[config.mk]
export PLATFORM = sky130hd
export DESIGN_NAME = vadd_arbiter
export DESIGN_NICKNAME = d
export VERILOG_FILES = /design/src/rtl/vadd_arbiter.sv
export SDC_FILE = /design/constraint.sdc
export NUM_CORES = 1
export LEC_CHECK = 0
export BUFFER_PORTS_ARGS = -buffer_cell sky130_fd_sc_hd__buf_2
export CAP_MARGIN = 20
export CORE_AREA = 5 5 242 244
export DETAILED_ROUTE_END_ITERATION = 6
export DIE_AREA = 0 0 247 249
export PLACE_DENSITY = 0.47
export SLEW_MARGIN = 20
export SYNTH_ARGS = -nofsm -noshare
export SYNTH_HDL_FRONTEND = slang
export SYNTH_SLANG_ARGS = --single-unit
[constraint.sdc]
create_clock -name clk -period 3.52 [get_ports clk]
set_input_delay 0.704 -clock clk [delete_from_list [all_inputs] [get_ports clk]]
set_output_delay 0.704 -clock clk [all_outputs]
set_load 0.02 [all_outputs]
[src/rtl/vadd_arbiter.sv]
// Two-requester arbiter in front of a shared fixed-latency add/min/max unit.
// Round-robin grants, burst locking, and a tag line that routes each result back to its requester.
module vadd_arbiter #(
  parameter int REQ_DATA_WIDTH = 64,
  parameter int SEW_WIDTH      = 2,
  parameter int OPSEL_WIDTH    = 9,
  parameter int LATENCY        = 4
) (
  input  logic                      clk,
  input  logic                      rst,
  input  logic                      req0_valid,
  output logic                      req0_ready,
  input  logic [REQ_DATA_WIDTH-1:0] req0_vec0,
  input  logic [REQ_DATA_WIDTH-1:0] req0_vec1,
  input  logic [SEW_WIDTH-1:0]      req0_sew,
  input  logic [OPSEL_WIDTH-1:0]    req0_opSel,
  input  logic                      req0_last,
  input  logic                      req1_valid,
  output logic                      req1_ready,
  input  logic [REQ_DATA_WIDTH-1:0] req1_vec0,
  input  logic [REQ_DATA_WIDTH-1:0] req1_vec1,
  input  logic [SEW_WIDTH-1:0]      req1_sew,
  input  logic [OPSEL_WIDTH-1:0]    req1_opSel,
  input  logic                      req1_last,
  output logic                      alu_valid,
  output logic [REQ_DATA_WIDTH-1:0] alu_vec0,
  output logic [REQ_DATA_WIDTH-1:0] alu_vec1,
  output logic [SEW_WIDTH-1:0]      alu_sew,
  output logic [OPSEL_WIDTH-1:0]    alu_opSel,
  input  logic                      alu_out_valid,
  input  logic [REQ_DATA_WIDTH-1:0] alu_out_vec,
  output logic                      resp0_valid,
  output logic [REQ_DATA_WIDTH-1:0] resp0_vec,
  output logic                      resp1_valid,
  output logic [REQ_DATA_WIDTH-1:0] resp1_vec,
  output logic                      busy,
  output logic                      err
);

  typedef enum logic [1:0] {IDLE, LOCK0, LOCK1} state_t;

  state_t                    state_q, state_d;
  logic                      last_q, last_d;
  logic                      alu_valid_q, alu_valid_d;
  logic                      alu_id_q, alu_id_d;
  logic [REQ_DATA_WIDTH-1:0] alu_vec0_q, alu_vec0_d;
  logic [REQ_DATA_WIDTH-1:0] alu_vec1_q, alu_vec1_d;
  logic [SEW_WIDTH-1:0]      alu_sew_q, alu_sew_d;
  logic [OPSEL_WIDTH-1:0]    alu_opsel_q, alu_opsel_d;
  logic [LATENCY-1:0]        tag_v_q, tag_v_d;
  logic [LATENCY-1:0]        tag_id_q, tag_id_d;
  logic                      resp0_valid_q, resp0_valid_d;
  logic                      resp1_valid_q, resp1_valid_d;
  logic [REQ_DATA_WIDTH-1:0] resp0_vec_q, resp0_vec_d;
  logic [REQ_DATA_WIDTH-1:0] resp1_vec_q, resp1_vec_d;
  logic                      err_q, err_d;

  logic accept, acc_id, acc_last, tag_out_v, tag_out_id, hit;

  // Grant logic; a tie in IDLE goes to whoever was not served last.
  always_comb begin
    req0_ready = 1'b0;
    req1_ready = 1'b0;
    if (!rst) begin
      case (state_q)
        IDLE: begin
          if (req0_valid && req1_valid) begin
            req0_ready = last_q;
            req1_ready = !last_q;
          end else begin
            req0_ready = req0_valid;
            req1_ready = req1_valid;
          end
        end
        LOCK0:   req0_ready = req0_valid;
        LOCK1:   req1_ready = req1_valid;
        default: ;
      endcase
    end
  end

  assign accept     = req0_ready | req1_ready;
  assign acc_id     = req1_ready;
  assign acc_last   = acc_id ? req1_last : req0_last;
  assign tag_out_v  = tag_v_q[LATENCY-1];
  assign tag_out_id = tag_id_q[LATENCY-1];
  assign hit        = alu_out_valid && tag_out_v;

  always_comb begin
    state_d = state_q;
    last_d  = last_q;
    if (accept) begin
      last_d = acc_id;
      if (acc_last)    state_d = IDLE;
      else if (acc_id) state_d = LOCK1;
      else             state_d = LOCK0;
    end

    alu_valid_d = accept;
    alu_id_d    = acc_id;
    alu_vec0_d  = '0;
    alu_vec1_d  = '0;
    alu_sew_d   = '0;
    alu_opsel_d = '0;
    if (accept) begin
      alu_vec0_d  = acc_id ? req1_vec0  : req0_vec0;
      alu_vec1_d  = acc_id ? req1_vec1  : req0_vec1;
      alu_sew_d   = acc_id ? req1_sew   : req0_sew;
      alu_opsel_d = acc_id ? req1_opSel : req0_opSel;
    end

    // Tag line enters on the issue cycle so its tail meets the result cycle.
    tag_v_d  = (tag_v_q << 1)  | LATENCY'(alu_valid_q);
    tag_id_d = (tag_id_q << 1) | LATENCY'(alu_id_q);

    resp0_valid_d = hit && !tag_out_id;
    resp1_valid_d = hit && tag_out_id;
    resp0_vec_d   = resp0_valid_d ? alu_out_vec : '0;
    resp1_vec_d   = resp1_valid_d ? alu_out_vec : '0;
    err_d         = err_q | (alu_out_valid ^ tag_out_v);
  end

  always_ff @(posedge clk) begin
    if (rst) begin
      state_q       <= IDLE;
      last_q        <= 1'b1;
      alu_valid_q   <= 1'b0;
      alu_id_q      <= 1'b0;
      alu_vec0_q    <= '0;
      alu_vec1_q    <= '0;
      alu_sew_q     <= '0;
      alu_opsel_q   <= '0;
      tag_v_q       <= '0;
      tag_id_q      <= '0;
      resp0_valid_q <= 1'b0;
      resp1_valid_q <= 1'b0;
      resp0_vec_q   <= '0;
      resp1_vec_q   <= '0;
      err_q         <= 1'b0;
    end else begin
      state_q       <= state_d;
      last_q        <= last_d;
      alu_valid_q   <= alu_valid_d;
      alu_id_q      <= alu_id_d;
      alu_vec0_q    <= alu_vec0_d;
      alu_vec1_q    <= alu_vec1_d;
      alu_sew_q     <= alu_sew_d;
      alu_opsel_q   <= alu_opsel_d;
      tag_v_q       <= tag_v_d;
      tag_id_q      <= tag_id_d;
      resp0_valid_q <= resp0_valid_d;
      resp1_valid_q <= resp1_valid_d;
      resp0_vec_q   <= resp0_vec_d;
      resp1_vec_q   <= resp1_vec_d;
      err_q         <= err_d;
    end
  end

  assign alu_valid   = alu_valid_q;
  assign alu_vec0    = alu_vec0_q;
  assign alu_vec1    = alu_vec1_q;
  assign alu_sew     = alu_sew_q;
  assign alu_opSel   = alu_opsel_q;
  assign resp0_valid = resp0_valid_q;
  assign resp1_valid = resp1_valid_q;
  assign resp0_vec   = resp0_vec_q;
  assign resp1_vec   = resp1_vec_q;
  assign err         = err_q;
  assign busy        = (state_q != IDLE) | (|tag_v_q) | alu_valid_q | resp0_valid_q | resp1_valid_q;

endmodule

### Word level (Yosys, flattened, before mapping)

Index checks and enable logic that the tools add are counted.

| word-level totals | value |
|---|---|
| register bits | 283 |
| input bits | 349 |
| output and inout port bits | 274 |

| operators by class | value |
|---|---|
| equality and inequality tests | 2 |
| muxes and demuxes | 13 |
| bitwise operators | 12 |
| reduce and logical (&&, ||, !) cells | 12 |

Operators with widths:

| cell | number |
|---|---|
| 64-bit two-way mux | 2 |
| 9-bit two-way mux | 1 |
| 4-bit by 1-bit OR with 4-bit output | 2 |
| 2-bit two-way mux | 3 |
| 1-bit OR | 6 |
| 2-bit OR reduction | 3 |
| 1-bit two-way mux | 5 |
| 1-bit logical AND | 4 |
| 1-bit one-hot mux with 2 select lines | 2 |
| 4-bit OR reduction | 1 |
| 1-bit inverter | 3 |
| 2-bit by 1-bit equality test with 1-bit output (second input constant) | 1 |
| 2-bit equality test (second input constant) | 1 |
| 1-bit logical NOT | 2 |
| 2-bit logical NOT | 1 |
| 2-bit nonzero test | 1 |
| 1-bit bitwise XOR | 1 |

### Logic depth before layout (Yosys ltp)

Gate-level depths: netlist (run 1).

| depth | value |
|---|---|
| depth after elaboration | 7 |
| mapped depth | 6 |
| gate-level depth less buffers | 3 |

### Worst setup path after synthesis (run 1)

OpenSTA, ideal clock, no wires.

| path | value |
|---|---|
| path type | input to output |
| start point | input port req0_valid |
| end point | output port req0_ready |
| data arrival time | 1570 ps |
| path slack | 1246 ps |
| cell stages on the path | 5 |
| cells stage by stage | nor2b_1 -> buf_2 -> buf_2 -> buf_2 -> o211a_1 |

| on the way | value |
|---|---|
| word-level cells in the longest chain between the ends | 4 |

RTL lines:

| element | line | RTL |
|---|---|---|
| start: declaration | 11 | `input logic req0_valid,` |
| 1-bit logical AND | 67 | `if (req0_valid && req1_valid) begin` |
| 1-bit two-way mux | 67 |  |
| 1-bit one-hot mux with 2 select lines * | 65 | `case (state_q)` |
| 1-bit two-way mux * | 64 | `if (!rst) begin` |
| end: declaration | 12 | `output logic req0_ready,` |

Mark *: on every way between the ends. The rest lies on a longest branch, timed or not.

### Worst setup path after layout (run 1)

| path | value |
|---|---|
| start point | input port rst |
| end point | output port req0_ready |

| on the way | value |
|---|---|
| word-level cells in the longest chain between the ends | 1 |

RTL lines:

| element | line | RTL |
|---|---|---|
| start: declaration | 10 | `input logic rst,` |
| 1-bit two-way mux | 64 |  |

Every way passes these cells.

==> impl_metrics.env, run 1 <==
export IMPL_worst_path_max_fanout=38
export IMPL_cts_tree="done"
export IMPL_cell_by_cell_trace_of_the_critical_path="buf_2 -> inv_4 -> o211a_1 -> buf_2"
export IMPL_antenna_found_initial=6
export IMPL_ioPinCount=623
export IMPL_endpoints_failing_hold=0
export IMPL_timing_critical_path_required_ns=2.82
export IMPL_final_min_period_over_clock_period=0.693
export IMPL_outcome="finished clean"
export IMPL_crit_path_frequent_cell="sky130_fd_sc_hd__buf_2"
export IMPL_net_switching_power_mw=2.12
export IMPL_layout_filler_cells=6113
export IMPL_floorplan_die_height_um=249
export IMPL_grt_pass1_vias=10100
export IMPL_worst_setup_path_start_kind="input port"
export IMPL_clock_sink_count=283
export IMPL_total_leakage_power_nw=7.37
export IMPL_setup_total_negative_slack_ns=0
export IMPL_synth_area_leaders="sky130_fd_sc_hd__dfxtp_1 (59%), sky130_fd_sc_hd__o2111ai_1 (13%), sky130_fd_sc_hd__and2_1 (8.4%)"
export IMPL_power_per_cell_area_nw_per_um2=549
export IMPL_ir_drop_mv=0.478
export IMPL_die_area_um2=61500
export IMPL_rsz0062_at_grt="false"
export IMPL_cts_root_buffer_cell="sky130_fd_sc_hd__clkbuf_16"
export IMPL_cp_slowest_cell="sky130_fd_sc_hd__inv_4"
export IMPL_clk_pin_slew_worst_paths_ns=0.05
export IMPL_synthCells=971
export IMPL_largest_net_degree_at_the_start_of_global_routing=144
export IMPL_final_net_count=1882
export IMPL_clock_skew_ns=0.0147
export IMPL_globalplace_congestion=0.806
export IMPL_wirelength_um=43300
export IMPL_floorplan_rows=87
export IMPL_groute_usage_overall=0.132
export IMPL_report_final_slew_viol_count=0
export IMPL_power_share_sequential=0.425
export IMPL_yosysTopAreaCell="sky130_fd_sc_hd__dfxtp_1"
export IMPL_drv_cap=0
export IMPL_syn_to_final_growth_pct=51.4
export IMPL_power_report_internal_total_mw=5.84
export IMPL_timing_final_crit_period_ns=2.44
export IMPL_post_synth_top_area_fraction=0.591
export IMPL_route_vias_total=9735
export IMPL_fin_total_pwr_mw=7.96
export IMPL_floorplan_initialDensity=0.171
export IMPL_power_clock_fraction=0.455
export IMPL_tritoncts_num_buffers=35
export IMPL_max_freq_mhz=410
export IMPL_drc=0
export IMPL_port_buffers=622
export IMPL_postCtsSetupRepairBufs=0
export IMPL_post_route_cells_drive_above_1_share=0.447
export IMPL_syn_area_um2=9580
export IMPL_layout_cells_most_common_list="sky130_fd_sc_hd__buf_2 (622), sky130_fd_sc_hd__dfxtp_1 (282), sky130_fd_sc_hd__nand3_1 (142)"
export IMPL_worst_slew_pin_slew_ns=0.896
export IMPL_wire_per_inst_um=18.7
export IMPL_comb_power_frac=0.120
export IMPL_ys_ff_latch=283
export IMPL_setup_viol_count_final=0
export IMPL_synthesis_yosys_warnings=0
export IMPL_timing_max_slew_rel_slack=0.403
export IMPL_critPathMaxStageDelay_ns=0.41
export IMPL_global_route_overflow_total=0
export IMPL_post_cts_resized=0
export IMPL_yosysUniqueCellTypes=26
export IMPL_first_iter_violations=421
export IMPL_cp_end_kind="primary output"
export IMPL_swShare=0.267
export IMPL_cts_htree_levels=2
export IMPL_layout_commonest_cell="sky130_fd_sc_hd__buf_2"
export IMPL_avgSynthCellArea_um2=9.87
export IMPL_core_area_um2=56100
export IMPL_die_width_um=247
export IMPL_clkLatencyLatePin_ns=0.54
export IMPL_route_antenna_remaining_nets=0
export IMPL_drt_first_pass_iters=5
export IMPL_vias_per_cell=4.21
export IMPL_holdBufCountCts=0
export IMPL_cts_buffer_depth=3
export IMPL_syn_num_nets=1321
export IMPL_worstPathArrival_ns=1.73
export IMPL_timing_hold_worst_class="input port to flop"
export IMPL_dp_hpwl_um=31200
export IMPL_seq_area_frac_synth=0.591
export IMPL_timing_worst_setup_path_type="input port to primary output"
export IMPL_grt_pass1_wl_um=63200
export IMPL_fin_util=0.259
==> cell usage after synthesis, drive strengths merged <==
master     n
a211oi     1
a21oi      1
and2     128
and3       1
buf       49
clkbuf    59
dfxtp    283
ha         1
inv        3
nand2    140
nand2b     3
nand3    142
nand3b     1
nor2       4
nor2b     10
nor3       1
nor3b      2
nor4       1
o2111ai  139
o211a      1
o21ai      1
==> power groups by stage <==
| stage | logic [mW] | clock network (mW) | registers (mW) |
|---|---|---|---|
| 6_report | 0.955 | 3.63 | 3.38 |
| 5_1_grt | 1.03 | 3.88 | 3.39 |
| 4_1_cts | 0.967 | 3.76 | 3.38 |
| 3_5_place_dp | 0.964 | 0 | 3.45 |
| 3_3_place_gp | 0.959 | 0 | 3.45 |
| 2_1_floorplan | 0.335 | 0 | 3.60 |
==> cell families (layout without fill, tap and decap cells) <==
family	after synthesis	after routing	synth area share
flip-flops	283	283	0.591
buffers and inverters	111	694	0.0504
AO/OA/AOI/OAI	143	143	0.130
adder cells (fa/ha/maj)	1	1	0.00131
AND/OR/NAND/NOR	433	433	0.227
other	0	3	0
==> sequential cells by signal, indices dropped and copies added, names as in the netlist, 2 cells and up <==
name	flops
alu_opSel	9
alu_sew	2
alu_vec0	64
alu_vec1	64
resp0_vec	64
resp1_vec	64
state_q	2
tag_id_q	4
tag_v_q	4
==> path summary, 6_finish.rpt <==
| kind | slack [ns] | start | cells past startpoint | endpoint |
|---|---|---|---|---|
| max | 1.08 | rst | 4 | req0_ready |
| min | 0.35 | req1_last | 2 | state_q[1] |
| max reg2reg | 1.66 | state_q[0] | 4 | alu_vec1[51] |
| min reg2reg | 0.44 | tag_id_q[0] | 1 | tag_id_q[1] |
==> metrics by stage <==
stage               hold slack (ns)  cell area (µm²)  std cells  worst slack (ns)
global route                  0.324            14500       2310             0.984
finish                        0.354            14500       2313              1.08
global placement              0.419            13300       2251              1.01
CTS                           0.304            14500       2310             0.991
detailed placement            0.431            13300       2251             0.946
floorplan                     0.414             9580        971              1.25
==> cell type report <==
class,count,area [µm²],area share
inverter,3,13.8,0.000949
antenna,3,7.51,0.000517
multi-input combinational,577,3460,0.239
sequential,283,5670,0.391
clock buffer,48,1010,0.0699
timing repair buffer,632,3250,0.224
clock inverter,11,145,0.0100
tap,756,946,0.0652
==> per-layer routing <==
metal	global-route usage	vias up	wire, µm
met3	0.0470	83	4550
li1	-	4563	-
met1	0.143	4588	15700
met5	0	-	27
met2	0.236	497	21400
met4	0.0516	4	1570
==> worst max-delay path: cells and delay by family <==
family          cells  cell delay (ns)
buf+inv             3             0.78
compound gates      1             0.25
Power figures use the tool's default switching activity.
==> run 2, diff against run 1 <==
==> constraint.sdc (replaced) <==
create_clock -name clk -period 2.5 [get_ports clk]
set_input_delay 0.5 -clock clk [delete_from_list [all_inputs] [get_ports clk]]
set_output_delay 0.5 -clock clk [all_outputs]
set_load 0.02 [all_outputs]
==> run 2 against run 1 <==
  * Setup slack worse by 0.75 ns
  * Critical path depth unchanged
  * Die area unchanged
  * Core utilization up 0.17 points
  * Flip-flop and latch count unchanged
  * Register-to-register slack worse by 0.82 ns
  * Clock skew up 0.00062 ns
  * Final cell count up 0.39%
  * Non-clock buffer count up 7
  * Final area up 0.65%
==> impl_metrics.env, run 2 (same netlist as run 1, synthesis figures left out) <==
export IMPL_dp_cells=2258
export IMPL_timing_final_crit_period_ns=2.17
export IMPL_timing_max_slew_rel_slack=0.481
export IMPL_worst_hold_path_endpoint="state_q[1]"
export IMPL_worst_setup_path_start_kind="flop"
export IMPL_antenna_found_initial=6
export IMPL_tritoncts_num_buffers=34
export IMPL_post_route_cells_drive_above_1_share=0.448
export IMPL_total_leakage_power_nw=7.41
export IMPL_die_width_um=247
export IMPL_wirelength_met1_um=16500
export IMPL_timing_critical_path_required_ns=2.00
export IMPL_layout_commonest_cell="sky130_fd_sc_hd__buf_2"
export IMPL_place_worst_setup_slack_ns=0.489
export IMPL_first_iter_violations=464
export IMPL_dr_wl_met3_um=4180
export IMPL_power_per_cell_area_nw_per_um2=759
export IMPL_grt_pass1_vias=9985
export IMPL_met2_length_um=21200
export IMPL_final_net_count=1888
export IMPL_r2r_worst_path_cells=4
export IMPL_route_antenna_remaining_nets=0
export IMPL_cts_root_buffer_cell="sky130_fd_sc_hd__clkbuf_16"
export IMPL_rsz0062_at_grt="false"
export IMPL_worst_slew_pin_slew_ns=0.778
export IMPL_crit_path_start="last_q"
export IMPL_grt_pass1_wl_um=62800
export IMPL_largest_net_degree_at_the_start_of_global_routing=134
export IMPL_route_vias_total=9740
export IMPL_layout_filler_cells=6083
export IMPL_setup_total_negative_slack_ns=0
export IMPL_floorplan_rows=87
export IMPL_die_area_um2=61500
export IMPL_cts_htree_levels=2
export IMPL_wirelength_um=43700
export IMPL_reg2reg_to="alu_vec1[1]"
export IMPL_endpoints_failing_hold=0
export IMPL_cts_tree="done"
export IMPL_timing_worst_setup_path_type="flop to primary output"
export IMPL_dp_hpwl_um=32200
export IMPL_clk_pin_slew_worst_paths_ns=0.06
export IMPL_reg2reg_setup_slack_ns=0.84
export IMPL_detailed_place_area_um2=13500
export IMPL_clock_sink_count=283
export IMPL_post_cts_resized=0
export IMPL_layoutNonFillerInstCount=2322
export IMPL_timing_rr_start="state_q[1]"
export IMPL_route_top_layer_used="met5"
export IMPL_layout_cells_most_common_list="sky130_fd_sc_hd__buf_2 (622), sky130_fd_sc_hd__dfxtp_1 (282), sky130_fd_sc_hd__nand3_1 (142)"
export IMPL_wire_per_inst_um=18.8
export IMPL_postLayoutCellArea_um2=14600
export IMPL_port_buffers=622
export IMPL_syn_to_final_growth_pct=52.4
export IMPL_critPathMaxStageDelay_ns=0.46
export IMPL_outcome="finished clean"
export IMPL_setup_viol_count_final=0
export IMPL_cp_end_kind="primary output"
export IMPL_core_area_um2=56100
export IMPL_worst_slack_ns=0.333
export IMPL_drt_first_pass_iters=5
export IMPL_floorplan_initialDensity=0.171
export IMPL_vias_per_cell=4.19
export IMPL_clkLatencyLatePin_ns=0.53
export IMPL_cell_by_cell_trace_of_the_critical_path="nand3b_1 -> nand2_1 -> inv_1 -> buf_2"
export IMPL_final_min_period_over_clock_period=0.867
export IMPL_globalplace_congestion=0.806
export IMPL_ir_drop_mv=0.423
export IMPL_holdCritStartpoint="req1_last"
export IMPL_worst_hold_path_cell_count=2
export IMPL_clock_skew_ns=0.0153
export IMPL_postCtsSetupRepairBufs=0
export IMPL_holdBufCountCts=0
export IMPL_ioPinCount=623
export IMPL_floorplan_die_height_um=249
export IMPL_groute_usage_overall=0.133
export IMPL_worstPathArrival_ns=1.67
export IMPL_drc=0
export IMPL_worst_path_max_fanout=11
export IMPL_cts_buffer_depth=3
export IMPL_global_route_overflow_total=0
export IMPL_timing_hold_worst_class="input port to flop"
export IMPL_cp_slowest_cell="sky130_fd_sc_hd__dfxtp_4"
export IMPL_drv_cap=0
export IMPL_report_final_slew_viol_count=0
export IMPL_max_freq_mhz=461
-- run 2: cell types whose count changed in the layout (fill, tap and decap cells not counted), sizes merged --
cell      delta
clkinv       +5
clkbuf       -1
inv          -3
diode        +2
buf          +7
clkinvlp     -1
-- run 2: area by class of cell --
cell class              instances  area, µm²  area share
flip-flops and latches        283       5670       0.388
repair buffers                639       3380       0.231
clock inverters                12        140     0.00960
inverters                       3       13.8    0.000942
multi-input cells             577       3460       0.237
clock buffers                  47        981      0.0672
well taps                     756        946      0.0648
diodes                          5       12.5    0.000857
-- run 2: power by group --
| part | total [mW] | switching (mW) | internal, mW |
|---|---|---|---|
| clock | 4.96 | 1.99 | 2.96 |
| combinational | 1.38 | 0.893 | 0.484 |
| sequential | 4.76 | 0.0635 | 4.69 |
| total | 11.1 | 2.95 | 8.14 |
-- run 2: how the worst max path moves through the flow --
stage,to,slack [ns],cells past startpoint
after global placement,alu_opSel[4],0.49,5
after detailed placement,alu_opSel[4],0.49,5
after CTS,req1_ready,0.23,4
final,req1_ready,0.33,4
after global routing,req1_ready,0.19,4
after floorplan,req0_ready,0.63,5
-- run 2: metrics by stage --
| stage | hold WS [ns] | utilization | total power, mW |
|---|---|---|---|
| 2_1_floorplan | 0.414 | - | 5.54 |
| 5_1_grt | 0.117 | 0.260 | 11.6 |
| 3_5_place_dp | 0.423 | 0.240 | 6.25 |
| 6_report | 0.150 | 0.261 | 11.1 |
| 4_1_cts | 0.0999 | 0.260 | 11.3 |
| 3_3_place_gp | 0.421 | 0.240 | 6.24 |
-- run 2: per-layer routing --
layer	vias up	track usage
met1	4603	0.148
met3	79	0.0426
li1	4564	-
met2	490	0.231
met5	-	0
met4	4	0.0569
-- run 2: worst max-delay path: cells and delay by family, from the launching register on --
| family | cells | cell delay (ns) |
|---|---|---|
| and+or+nand+nor | 2 | 0.46 |
| DFF | 1 | 0.46 |
| buffers and inverters | 2 | 0.22 |
